File: config.mk
export PLATFORM = sky130hd
export DESIGN_NAME = two_of_five_rx
export DESIGN_NICKNAME = d
export VERILOG_FILES = /design/src/rtl/two_of_five_rx.sv
export SDC_FILE = /design/constraint.sdc
export NUM_CORES = 1
export LEC_CHECK = 0
export BUFFER_PORTS_ARGS = -buffer_cell sky130_fd_sc_hd__buf_2
export CAP_MARGIN = 20
export CORE_ASPECT_RATIO = 0.9
export CORE_MARGIN = 3
export CORE_UTILIZATION = 40
export CTS_CLUSTER_SIZE = 10
export DETAILED_ROUTE_END_ITERATION = 10
export PLACE_DENSITY_LB_ADDON = 0.08
export SLEW_MARGIN = 0
export SYNTH_ARGS = -nofsm -noshare
export SYNTH_HDL_FRONTEND = slang
export SYNTH_SLANG_ARGS = --single-unit
File: constraint.sdc
create_clock -name clk -period 3.47 [get_ports clk]
set_clock_uncertainty 0.05 [all_clocks]
set_input_delay 0.347 -clock clk [delete_from_list [all_inputs] [get_ports clk]]
set_output_delay 0.347 -clock clk [all_outputs]
set_load 0.03 [all_outputs]
File: src/rtl/two_of_five_rx.sv
// rtl/two_of_five_rx.sv - serial 2-of-5 codeword receiver with error pulses and saturating error count
module two_of_five_rx (
   input  logic       clk,
   input  logic       rst_n,
   input  logic       bit_en,
   input  logic       sin,
   input  logic       clr_err,
   output logic       a,
   output logic       b,
   output logic       c,
   output logic       d,
   output logic       e,
   output logic       v,
   output logic       new_word,
   output logic       code_err,
   output logic       frame_err,
   output logic [3:0] err_cnt
);

   typedef enum logic [1:0] {
      IDLE = 2'd0,
      DATA = 2'd1,
      STOP = 2'd2
   } state_t;

   state_t      state_q, state_d;
   logic [4:0]  shift_q, shift_d;
   logic [2:0]  cnt_q,   cnt_d;
   logic [4:0]  word_q,  word_d;
   logic        v_q,     v_d;
   logic        nw_q,    nw_d;
   logic        ce_q,    ce_d;
   logic        fe_q,    fe_d;
   logic [3:0]  err_q,   err_d;
   logic        err_ev;
   logic [2:0]  weight;

   // Number of ones among the five collected data bits.
   always_comb begin
      weight = 3'd0;
      for (int i = 0; i < 5; i++) begin
         weight = weight + {2'b00, shift_q[i]};
      end
   end

   // Frame sequencing: start bit, five data bits (first lands in shift_q[4] = a), then stop bit.
   always_comb begin
      state_d = state_q;
      shift_d = shift_q;
      cnt_d   = cnt_q;
      word_d  = word_q;
      v_d     = v_q;
      nw_d    = 1'b0;
      ce_d    = 1'b0;
      fe_d    = 1'b0;
      err_ev  = 1'b0;
      if (bit_en) begin
         case (state_q)
            IDLE: begin
               if (!sin) begin
                  state_d = DATA;
                  cnt_d   = 3'd0;
               end
            end
            DATA: begin
               shift_d = {shift_q[3:0], sin};
               cnt_d   = cnt_q + 3'd1;
               if (cnt_q == 3'd4) begin
                  state_d = STOP;
               end
            end
            STOP: begin
               // A zero stop bit returns to IDLE; it is never reused as a start bit.
               state_d = IDLE;
               cnt_d   = 3'd0;
               if (sin && (weight == 3'd2)) begin
                  word_d = shift_q;
                  v_d    = 1'b1;
                  nw_d   = 1'b1;
               end else begin
                  word_d = 5'b00000;
                  v_d    = 1'b0;
                  err_ev = 1'b1;
                  if (sin) begin
                     ce_d = 1'b1;
                  end else begin
                     fe_d = 1'b1;
                  end
               end
            end
            default: begin
               state_d = IDLE;
               cnt_d   = 3'd0;
            end
         endcase
      end
   end

   // Error counter: clear has priority over an error on the same edge; saturates at 15.
   always_comb begin
      err_d = err_q;
      if (clr_err) begin
         err_d = 4'd0;
      end else if (err_ev && (err_q != 4'd15)) begin
         err_d = err_q + 4'd1;
      end
   end

   // State and output registers.
   always_ff @(posedge clk or negedge rst_n) begin
      if (!rst_n) begin
         state_q <= IDLE;
         shift_q <= 5'b00000;
         cnt_q   <= 3'd0;
         word_q  <= 5'b00000;
         v_q     <= 1'b0;
         nw_q    <= 1'b0;
         ce_q    <= 1'b0;
         fe_q    <= 1'b0;
         err_q   <= 4'd0;
      end else begin
         state_q <= state_d;
         shift_q <= shift_d;
         cnt_q   <= cnt_d;
         word_q  <= word_d;
         v_q     <= v_d;
         nw_q    <= nw_d;
         ce_q    <= ce_d;
         fe_q    <= fe_d;
         err_q   <= err_d;
      end
   end

   assign a         = word_q[4];
   assign b         = word_q[3];
   assign c         = word_q[2];
   assign d         = word_q[1];
   assign e         = word_q[0];
   assign v         = v_q;
   assign new_word  = nw_q;
   assign code_err  = ce_q;
   assign frame_err = fe_q;
   assign err_cnt   = err_q;

endmodule

## Word-level counts from Yosys, hierarchy flattened

Index checks and enable logic that the tools add are counted.
W data, S select, Z words.

| storage, ports and cells | value |
|---|---|
| register bits after elaboration | 23 |
| word-level logic and storage cells | 52 |

| operators by class | value |
|---|---|
| eq/ne operators | 7 |
| $add $sub $neg | 6 |
| reduce and logical (&&, ||, !) cells | 8 |
| mux-type cells | 22 |

Operators with widths:

| operator | count |
|---|---|
| $mux W1 | 14 |
| $mux W4 | 2 |
| $add A3 B1 Y3 | 2 |
| $pmux W3 S2 | 1 |
| $reduce_and A2 Y1 | 3 |
| $mux W5 | 1 |
| $add A4 B1 Y4 const B | 1 |
| $mux W2 | 2 |
| $ne A2 B2 Y1 const B | 2 |
| $ne A4 B4 Y1 const B | 1 |
| $pmux W2 S2 | 1 |
| $add A2 B1 Y3 | 1 |
| $add A3 B1 Y3 const B | 1 |
| $eq A3 B2 Y1 const B | 1 |
| $eq A3 B3 Y1 const B | 1 |
| $mux W3 | 1 |
| $reduce_and A3 Y1 | 1 |
| $add A1 B1 Y2 | 1 |
| $eq A2 B1 Y1 const B | 1 |
| $eq A2 B2 Y1 const B | 1 |
| $logic_and A1 B1 Y1 | 2 |
| $logic_not A2 Y1 | 1 |
| $reduce_bool A2 Y1 | 1 |

## Longest topological paths before layout

Gate-level depths: netlist of the first run.

| depth | value |
|---|---|
| depth in word-level cells | 12 |
| depth in mapped cells | 9 |

## Worst setup path before layout of the first run

Ideal clock, no wire load.

| timing | value |
|---|---|
| path type | reg2reg |
| from | reg shift_q[0] |
| to | reg err_q[0], in the netlist err_cnt[0] |
| cell stages (with the launch flop) | 9 |
| setup time | 125 ps |
| required time | 3295 ps |
| setup slack | 784 ps |
| data arrival time | 2511 ps |
| path buffers | 0 |
| path through | dfrtp_1 > inv_1 > fa_1 > inv_1 > fa_1 > ha_1 > and4bb_2 > nor3_1 > mux2_2 |

| on the way | value |
|---|---|
| word-level cells in the longest chain between the ends | 11 |

Ends and longest elaborated chain:

| what | RTL line | RTL |
|---|---|---|
| start: declaration | 27 | `logic [4:0] shift_q, shift_d;` |
| start signal: assignment | 123 | `shift_q <= shift_d;` |
| $add A1 B1 Y2 | 42 | `weight = weight + {2'b00, shift_q[i]};` |
| $add A2 B1 Y3 | 42 |  |
| $add A3 B1 Y3 (2 in series) | 42 |  |
| $eq A3 B2 Y1 | 76 | `if (sin && (weight == 3'd2)) begin` |
| $logic_and A1 B1 Y1 | 76 |  |
| $mux W1 | 76 |  |
| $mux W1 | 58 | `case (state_q)` |
| $mux W1 | 57 | `if (bit_en) begin` |
| $logic_and A1 B1 Y1 | 104 | `end else if (err_ev && (err_q != 4'd15)) begin` |
| $reduce_bool A2 Y1 (no line) | -- |  |
| end signal: assignment | 130 | `err_q <= err_d;` |
| end: declaration | 34 | `logic [3:0] err_q, err_d;` |

No other way between the ends.
A chain may end at the register's enable or synchronous reset.

## Worst setup path after layout of the first run

Same ends and word-level chain as after synthesis.

==> impl_metrics.env, run 1 <==
export IMPL_outcome="finished, final reports clean"
export IMPL_gp_congestion=0.767
export IMPL_initial_core_util_pct=43.9
export IMPL_cts_tree="built"
export IMPL_dieArea_um2=3500
export IMPL_vias=780
export IMPL_p_per_area_nw_per_um2=714
export IMPL_fmax_ghz=0.353
export IMPL_seq_area_um2=576
export IMPL_maxSlewHeadroom_pct=66.1
export IMPL_wl_per_cell_um=13.3
export IMPL_grt_ovfl_total=0
export IMPL_holdPathStages=2
export IMPL_die_y_um=56.4
export IMPL_holdWs_ps=202
export IMPL_hp_class="in -> reg"
export IMPL_clk_latency_ps=310
export IMPL_cpPeakStageDelay_ps=530
export IMPL_num_rows=17
export IMPL_arrival_ps=3000
export IMPL_cp_cell_sequence="inv_1, fa_1, inv_1, fa_1, ha_1, and4bb_2, nor3_1, mux2_2"
export IMPL_synthTopCellsByCount="dfrtp_1, inv_1, a22o_1, nand2_1"
export IMPL_synth_top_area_share_pct=50.9
export IMPL_cts_max_level=1
export IMPL_seqPwrFrac_pct=46.5
export IMPL_finalWirelength_um=2040
export IMPL_grt_pass1_wl_um=3370
export IMPL_grt_pass1_vias=742
export IMPL_synth_fp_nets=110
export IMPL_avgViaCountPerCell=5.06
export IMPL_layout_min_cycle_time_ps=2840
export IMPL_port_buffers=17
export IMPL_tns_ps=0
export IMPL_yosysMostFrequentCell="dfrtp_1"
export IMPL_combPwrFrac_pct=39.8
export IMPL_post_dp_hpwl_um=1490
export IMPL_clock_power_share_pct=13.7
export IMPL_critPathCaptureType="flop"
export IMPL_antenna_found_initial=0
export IMPL_grt_max_degree=24
export IMPL_fillCellCount=257
export IMPL_numCtsBuffers=3
export IMPL_r2r_slack_ps=630
export IMPL_drive_gt1_share_pct=21.6
export IMPL_ant_nets=0
export IMPL_synth_area_per_cell_um2=11.4
export IMPL_min_period_over_period_pct=81.7
export IMPL_coreArea_um2=2570
export IMPL_grt_usage_pct=12.9
export IMPL_post_route_drc_count=0
export IMPL_dp_cells=149
export IMPL_synth_top_area_cell="dfrtp_1"
export IMPL_hold_viol=0
export IMPL_worst_slack_ps=635
export IMPL_ys_ff_latch=23
export IMPL_crit_fanout=5
export IMPL_netlist_area_um2=1130
export IMPL_clock_sinks=23
export IMPL_slew_violations=0
export IMPL_ys_flop_type="dfrtp_1"
export IMPL_synthArstFlopShare_pct=100
export IMPL_die_w_um=62.1
export IMPL_drt_iter0_markers=21
export IMPL_worst_pin_slew_ps=509
export IMPL_p_switching_uw=358
export IMPL_num_antenna_cells=0
export IMPL_intPower_uw=543
export IMPL_critical_path_depth=8
export IMPL_cts_root_buf="clkbuf_4"
export IMPL_cts_reportedPaths_clkPinSlew_ps=120
export IMPL_timing_max_cap_violations=0
export IMPL_startpoint_type="flop"
export IMPL_synth_area_leaders="dfrtp_1, a22o_1, ha_1, fa_1, inv_1"
export IMPL_io_pins=18
export IMPL_firstDrtPassIters=4
export IMPL_multiInputGateArea_um2=480
export IMPL_yosysWarnings=0
export IMPL_synth_edff_count=0
export IMPL_worst_setup_path_type="reg -> reg"
export IMPL_dp_slack_ps=653
export IMPL_clockBufferDepth=2
export IMPL_path_delay_family="adder cells"
export IMPL_p_leak_nw=0.653
export IMPL_p_total_uw=901
export IMPL_yosysSeqAreaShare_pct=50.9
export IMPL_final_cells=154
export IMPL_rsz0062_at_grt="false"
export IMPL_setup_violations_final=0
export IMPL_ir_worst_vdd_mv=0.325
export IMPL_ys_types=33
export IMPL_design_final_nets=128
export IMPL_crit_required_ps=3630
export IMPL_worst_path_max_delay_cell="fa_1"
export IMPL_switching_share_pct=39.7
export IMPL_cts_resized_gates=0
export IMPL_synthToLayoutAreaGrowth_pct=11.6
export IMPL_r2r_cells=8
export IMPL_syn_inst=99
export IMPL_critical_path_buf_inv_count=2
## registers in the layout (all words and copies together), names as in the netlist
signal,cells
cnt_q,3
state_q,2
code_err,1
new_word,1
shift_q,5
word_q,5
err_cnt,4
frame_err,1
v,1
## through the flow
step,area (um^2),utilization [%]
floorplan,1130,-
global placement,1230,47.6
detailed placement,1230,47.6
global route,1260,49.1
finish,1260,49.1
CTS,1260,49.1
## power groups by stage
stage	Sequential (mW)	Clock, mW	Combinational, mW
6_report	0.419	0.124	0.359
5_1_grt	0.433	0.139	0.409
4_1_cts	0.418	0.134	0.365
3_5_place_dp	0.425	0	0.357
3_3_place_gp	0.423	0	0.352
2_1_floorplan	0.432	0	0.277
## layer usage
layer,wire length (um),GRT usage [%]
met3,104,4.14
met1,999,18.4
met2,923,18.5
met5,0,0
met4,17,3.64
## placed cells by master, fill, tap and decap left out
master / instances
dfrtp_1: 23
buf_2: 17
inv_1: 10
a22o_1: 6
nand2_1: 6
nor2_1: 5
o21ai_0: 5
ha_1: 4
nor2b_1: 3
a21oi_1: 3
nand2b_1: 3
clkbuf_4: 3
o41ai_1: 2
mux2_2: 2
nand3_1: 2
o22ai_1: 2
fa_1: 2
nand3b_4: 1
a211oi_1: 1
and4bb_2: 1
or4_1: 1
and3_1: 1
nor3_1: 1
mux2i_1: 1
nand3b_1: 1
o2bb2ai_1: 1
o211ai_1: 1
a21o_1: 1
nor4_4: 1
mux2_1: 1
o31a_1: 1
and3b_1: 1
a31oi_1: 1
clkbuf_1: 1
dlygate4sd3_1: 1
## layout make-up
class | instances | share of cell area [%]
multi-input cells | 61 | 38.1
inverters | 10 | 2.97
flip-flops and latches | 23 | 45.6
well taps | 38 | 3.77
clock buffers | 4 | 2.08
repair buffers | 18 | 7.53
## cells by family after synthesis
group           after synthesis  share of synthesized area (%)
simple gates                 27                           15.7
compound gates               24                           14.9
flops                        23                           50.9
buf+inv                      15                           6.64
fa+ha+maj                     6                           7.96
mux                           4                           3.87
## timing repair
item	in CTS	in global routing
hold buffers	1	0
hold endpoints to repair	23	0
setup buffers	0	0
## final timing paths
path,from,to
setup / recovery,shift_q[0],err_cnt[0]
hold / removal,clr_err,err_cnt[2]
setup reg to reg,shift_q[0],err_cnt[0]
hold reg to reg,v,v
max in group asynchronous,rst_n,shift_q[1]
min in group asynchronous,rst_n,err_cnt[3]
Power figures use the tool's default switching activity.
==> inputs of run 2 (changes only) <==
==> constraint.sdc (replaced) <==
create_clock -name clk -period 2.7 [get_ports clk]
set_clock_uncertainty 0.05 [all_clocks]
set_input_delay 0.27 -clock clk [delete_from_list [all_inputs] [get_ports clk]]
set_output_delay 0.27 -clock clk [all_outputs]
set_load 0.03 [all_outputs]
==> impl_metrics.env, run 2 (synthesized netlist as in run 1, its figures left out) <==
export IMPL_outcome="finished, final reports clean"
export IMPL_stdcell_area_um2=1330
export IMPL_fin_util_pct=51.6
export IMPL_numCtsBuffers=3
export IMPL_worst_setup_path_type="reg -> reg"
export IMPL_grt_max_degree=24
export IMPL_ant_nets=0
export IMPL_clockBufferDepth=2
export IMPL_finalWirelength_um=2050
export IMPL_coreArea_um2=2570
export IMPL_dpl_cell_area_um2=1260
export IMPL_port_buffers=17
export IMPL_grt_pass1_wl_um=3580
export IMPL_die_w_um=62.1
export IMPL_drive_gt1_share_pct=28.1
export IMPL_hold_viol=0
export IMPL_crit_fanout=5
export IMPL_die_y_um=56.4
export IMPL_cts_reportedPaths_clkPinSlew_ps=130
export IMPL_vias=782
export IMPL_min_period_over_period_pct=96.1
export IMPL_drt_iter0_markers=38
export IMPL_num_antenna_cells=0
export IMPL_hp_class="in -> reg"
export IMPL_combPwrFrac_pct=43.2
export IMPL_worst_pin_slew_ps=512
export IMPL_holdWs_ps=133
export IMPL_fillCellCount=245
export IMPL_arrival_ps=2760
export IMPL_dieArea_um2=3500
export IMPL_avgViaCountPerCell=4.92
export IMPL_setup_violations_final=0
export IMPL_io_pins=18
export IMPL_initial_core_util_pct=43.9
export IMPL_slew_violations=0
export IMPL_critPathCaptureType="flop"
export IMPL_wl_per_cell_um=12.9
export IMPL_antenna_found_initial=0
export IMPL_cts_max_level=1
export IMPL_fmax_ghz=0.385
export IMPL_startpoint_type="flop"
export IMPL_gp_congestion=0.771
export IMPL_num_rows=17
export IMPL_final_cell_mix="dfrtp_1, buf_2, inv_1"
export IMPL_clock_sinks=23
export IMPL_clock_power_share_pct=13.2
export IMPL_maxSlewHeadroom_pct=65.9
export IMPL_design_final_nets=133
export IMPL_clk_latency_ps=310
export IMPL_timing_max_cap_violations=0
export IMPL_grt_usage_pct=13.5
export IMPL_switching_share_pct=39.2
export IMPL_grt_pass1_vias=783
export IMPL_seqPwrFrac_pct=43.6
export IMPL_final_common_cell="dfrtp_1"
export IMPL_intPower_uw=742
export IMPL_p_per_area_nw_per_um2=919
export IMPL_layout_min_cycle_time_ps=2590
export IMPL_post_dp_hpwl_um=1510
export IMPL_crit_required_ps=2870
export IMPL_worst_slack_ps=106
export IMPL_cts_tree="built"
export IMPL_p_switching_uw=478
export IMPL_post_route_drc_count=0
export IMPL_grt_ovfl_total=0
export IMPL_synthToLayoutAreaGrowth_pct=17.4
export IMPL_ir_worst_vdd_mv=0.490
export IMPL_firstDrtPassIters=4
export IMPL_dp_slack_ps=-30.2
export IMPL_p_leak_nw=0.683
export IMPL_cts_root_buf="clkbuf_4"
run 2: cell types whose count changed in the layout (fill, tap and decap cells not counted):
| cell | delta |
|---|---|
| and4bb_2 | -1 |
| and4bb_4 | +1 |
| buf_4 | +5 |
| clkbuf_1 | -1 |
| clkinv_2 | +1 |
| mux2_1 | -1 |
| mux2_4 | +1 |
| nor2b_1 | -1 |
| nor2b_4 | +1 |
| nor3_1 | -1 |
| nor3_4 | +1 |
run 2: critical path, stage by stage, from the launching register on:
cell and delay (ps):
dfrtp_1 370, inv_1 70, fa_1 530, inv_1 50, fa_1 360, ha_1 300
and4bb_4 250, nor3_4 180, mux2_2 350
run 2: timing repair:
action | in CTS | in global routing
endpoints found under the setup margin | 8 | 9
pin swaps | 0 | 1
setup buffers | 0 | 1
resized for setup | 3 | 3
hold buffers | 1 | 0
hold endpoints to repair | 23 | 0
run 2: stage by stage:
| stage | TNS, ps | total power, mW | cells |
|---|---|---|---|
| after floorplan | 0 | 0.911 | 99 |
| after global placement | 0 | 1.02 | 153 |
| after detailed placement | -30.2 | 1.04 | 153 |
| after CTS | 0 | 1.21 | 158 |
| after global routing | -5.49 | 1.33 | 159 |
| final | 0 | 1.22 | 159 |
run 2: layout make-up:
| cell class | count | area [um^2] | share of cell area [%] |
|---|---|---|---|
| clock buffers | 3 | 22.5 | 1.70 |
| clock inverters | 1 | 5.00 | 0.377 |
| multi-input cells | 61 | 507 | 38.2 |
| well taps | 38 | 47.5 | 3.58 |
| inverters | 10 | 37.5 | 2.83 |
| repair buffers | 23 | 133 | 9.99 |
| flip-flops and latches | 23 | 576 | 43.4 |
run 2: power groups by stage:
| stage | registers (mW) | clock network (mW) | logic [mW] |
|---|---|---|---|
| 5_1_grt | 0.551 | 0.179 | 0.596 |
| 4_1_cts | 0.533 | 0.168 | 0.505 |
| 3_5_place_dp | 0.542 | 0 | 0.494 |
| 2_1_floorplan | 0.555 | 0 | 0.356 |
| 6_report | 0.532 | 0.161 | 0.527 |
| 3_3_place_gp | 0.538 | 0 | 0.484 |
run 2: layer usage:
metal	wire (um)	part of all wire, %	track usage, %
met1	1050	51	19.4
met2	874	43	19.5
met3	114	5.6	4.14
met4	13	0.63	3.64
met5	0	0	0
run 2: final timing paths:
| check | from | end | slack [ps] | cells after the start |
|---|---|---|---|---|
| min | clr_err | err_cnt[2] | 130 | 2 |
| min in group asynchronous | rst_n | err_cnt[1] | 390 | 2 |
| max in group asynchronous | rst_n | shift_q[0] | 1860 | 2 |
| max reg2reg | shift_q[0] | err_cnt[0] | 110 | 8 |
| min reg2reg | v | v | 440 | 1 |
| max | shift_q[0] | err_cnt[0] | 110 | 8 |
==> inputs of run 3 (changes only) <==
--- a/config.mk
+++ b/config.mk
@@ -9,7 +9,7 @@
 export CAP_MARGIN = 20
 export CORE_ASPECT_RATIO = 0.9
 export CORE_MARGIN = 3
-export CORE_UTILIZATION = 40
+export CORE_UTILIZATION = 35
 export CTS_CLUSTER_SIZE = 10
 export DETAILED_ROUTE_END_ITERATION = 10
 export PLACE_DENSITY_LB_ADDON = 0.08
==> constraint.sdc (replaced) <==
create_clock -name clk -period 2.7 [get_ports clk]
set_clock_uncertainty 0.05 [all_clocks]
set_input_delay 0 -clock clk [delete_from_list [all_inputs] [get_ports clk]]
set_output_delay 0 -clock clk [all_outputs]
set_load 0.03 [all_outputs]
==> impl_metrics.env, run 3 (synthesized netlist as in run 1, its figures left out) <==
export IMPL_outcome="finished, final reports clean"
export IMPL_maxSlewHeadroom_pct=66.0
export IMPL_p_per_area_nw_per_um2=901
export IMPL_die_w_um=65.9
export IMPL_p_total_mw=1.22
export IMPL_setup_violations_final=0
export IMPL_cts_max_level=1
export IMPL_worst_setup_path_type="reg -> reg"
export IMPL_post_cts_buffers=0
export IMPL_critical_path_buf_inv_count=2
export IMPL_cts_tree="built"
export IMPL_gp_congestion=0.757
export IMPL_finalWirelength_um=2100
export IMPL_crit_fanout=5
export IMPL_synthToLayoutAreaGrowth_pct=19.6
export IMPL_worst_path_max_delay_cell="fa_1"
export IMPL_coreArea_um2=2910
export IMPL_ir_worst_vdd_mv=0.370
export IMPL_avgViaCountPerCell=4.72
export IMPL_antenna_found_initial=0
export IMPL_arrival_ps=2780
export IMPL_drive_gt1_share_pct=26.8
export IMPL_cts_reportedPaths_clkPinSlew_ps=130
export IMPL_io_pins=18
export IMPL_layout_min_cycle_time_ps=2580
export IMPL_num_rows=18
export IMPL_cp_cell_sequence="inv_1, fa_1, inv_1, fa_1, ha_1, and4bb_4, or4_1, a21oi_1"
export IMPL_path_delay_family="adder cells"
export IMPL_grt_max_degree=24
export IMPL_grt_pass1_wl_um=3530
export IMPL_post_route_drc_count=0
export IMPL_worst_pin_slew_ps=511
export IMPL_vias=770
export IMPL_final_cell_mix="dfrtp_1, buf_2, inv_1"
export IMPL_fmax_ghz=0.387
export IMPL_grt_ovfl_total=0
export IMPL_clockBufferDepth=2
export IMPL_ant_nets=0
export IMPL_design_final_nets=135
export IMPL_hold_viol=0
export IMPL_p_leak_nw=0.690
export IMPL_rsz0062_at_grt="false"
export IMPL_firstDrtPassIters=3
export IMPL_timing_max_cap_violations=0
export IMPL_crit_required_ps=2890
export IMPL_slew_violations=0
export IMPL_wl_per_cell_um=12.9
export IMPL_cpPeakStageDelay_ps=530
export IMPL_hp_class="in -> async"
export IMPL_clock_sinks=23
export IMPL_critPathLaunch="shift_q[0]"
export IMPL_worst_slack_ps=118
export IMPL_clk_latency_ps=300
export IMPL_worstReg2RegStart="shift_q[0]"
export IMPL_num_antenna_cells=0
export IMPL_numCtsBuffers=3
export IMPL_critPathCaptureType="flop"
export IMPL_port_buffers=17
export IMPL_grt_usage_pct=11.8
export IMPL_cts_root_buf="clkbuf_4"
export IMPL_dieArea_um2=3950
export IMPL_post_dp_hpwl_um=1540
export IMPL_final_common_cell="dfrtp_1"
export IMPL_die_y_um=59.9
export IMPL_drt_iter0_markers=15
export IMPL_startpoint_type="flop"
export IMPL_min_period_over_period_pct=95.6
export IMPL_dp_slack_ps=-31.1
export IMPL_initial_core_util_pct=38.9
export IMPL_grt_pass1_vias=730
## run 3: changes by cell type in the layout (fill, tap and decap cells not counted), sizes merged
cell,before,now
dlygate4sd3,1,4
buf,22,21
## run 3: report_power, final
| part | total (mW) | internal [mW] | switching (mW) | leakage [nW] |
|---|---|---|---|---|
| clock | 0.157 | 0.0552 | 0.102 | 0.0177 |
| sequential | 0.532 | 0.437 | 0.0957 | 0.307 |
| combinational | 0.529 | 0.247 | 0.282 | 0.365 |
## run 3: path summary, 6_finish.rpt
path	to	slack, ps	depth (start not counted)
setup / recovery	err_cnt[2]	120	8
hold / removal	cnt_q[2]	130	2
setup reg to reg	err_cnt[2]	120	8
hold reg to reg	v	450	1
max in group asynchronous	word_q[3]	2130	2
min in group clk	err_cnt[2]	400	3
## run 3: what timing repair did
item,4_1_cts,5_1_grt
pin swaps,1,1
hold buffers,4,0
endpoints found under the setup margin,7,8
gates resized for setup,3,3
hold endpoints to repair,30,0
## run 3: final cells by class
class	instances	area, um^2
flip-flops and latches	23	576
clock inverters	1	5.00
well taps	40	50.0
multi-input cells	61	507
inverters	10	37.5
clock buffers	3	22.5
repair buffers	25	155
fillers	278	1550
## run 3: through the flow
step	util [%]	setup TNS, ps	instances	area, um^2	hold WS [ps]
after floorplan	-	0	99	1130	-346
after global placement	43.3	-6.41	155	1260	-46.0
after detailed placement	43.3	-51.3	155	1260	-46.5
after CTS	46.0	0	163	1340	135
after global routing	46.6	0	163	1350	172
final	46.6	0	163	1350	129
## run 3: per-layer routing
metal	vias up	global-route usage [%]	routed length [um]
met4	0	1.78	16
met2	9	17.3	892
met5	-	0	0
li1	395	-	-
met1	364	16.9	1110
met3	2	4.32	87
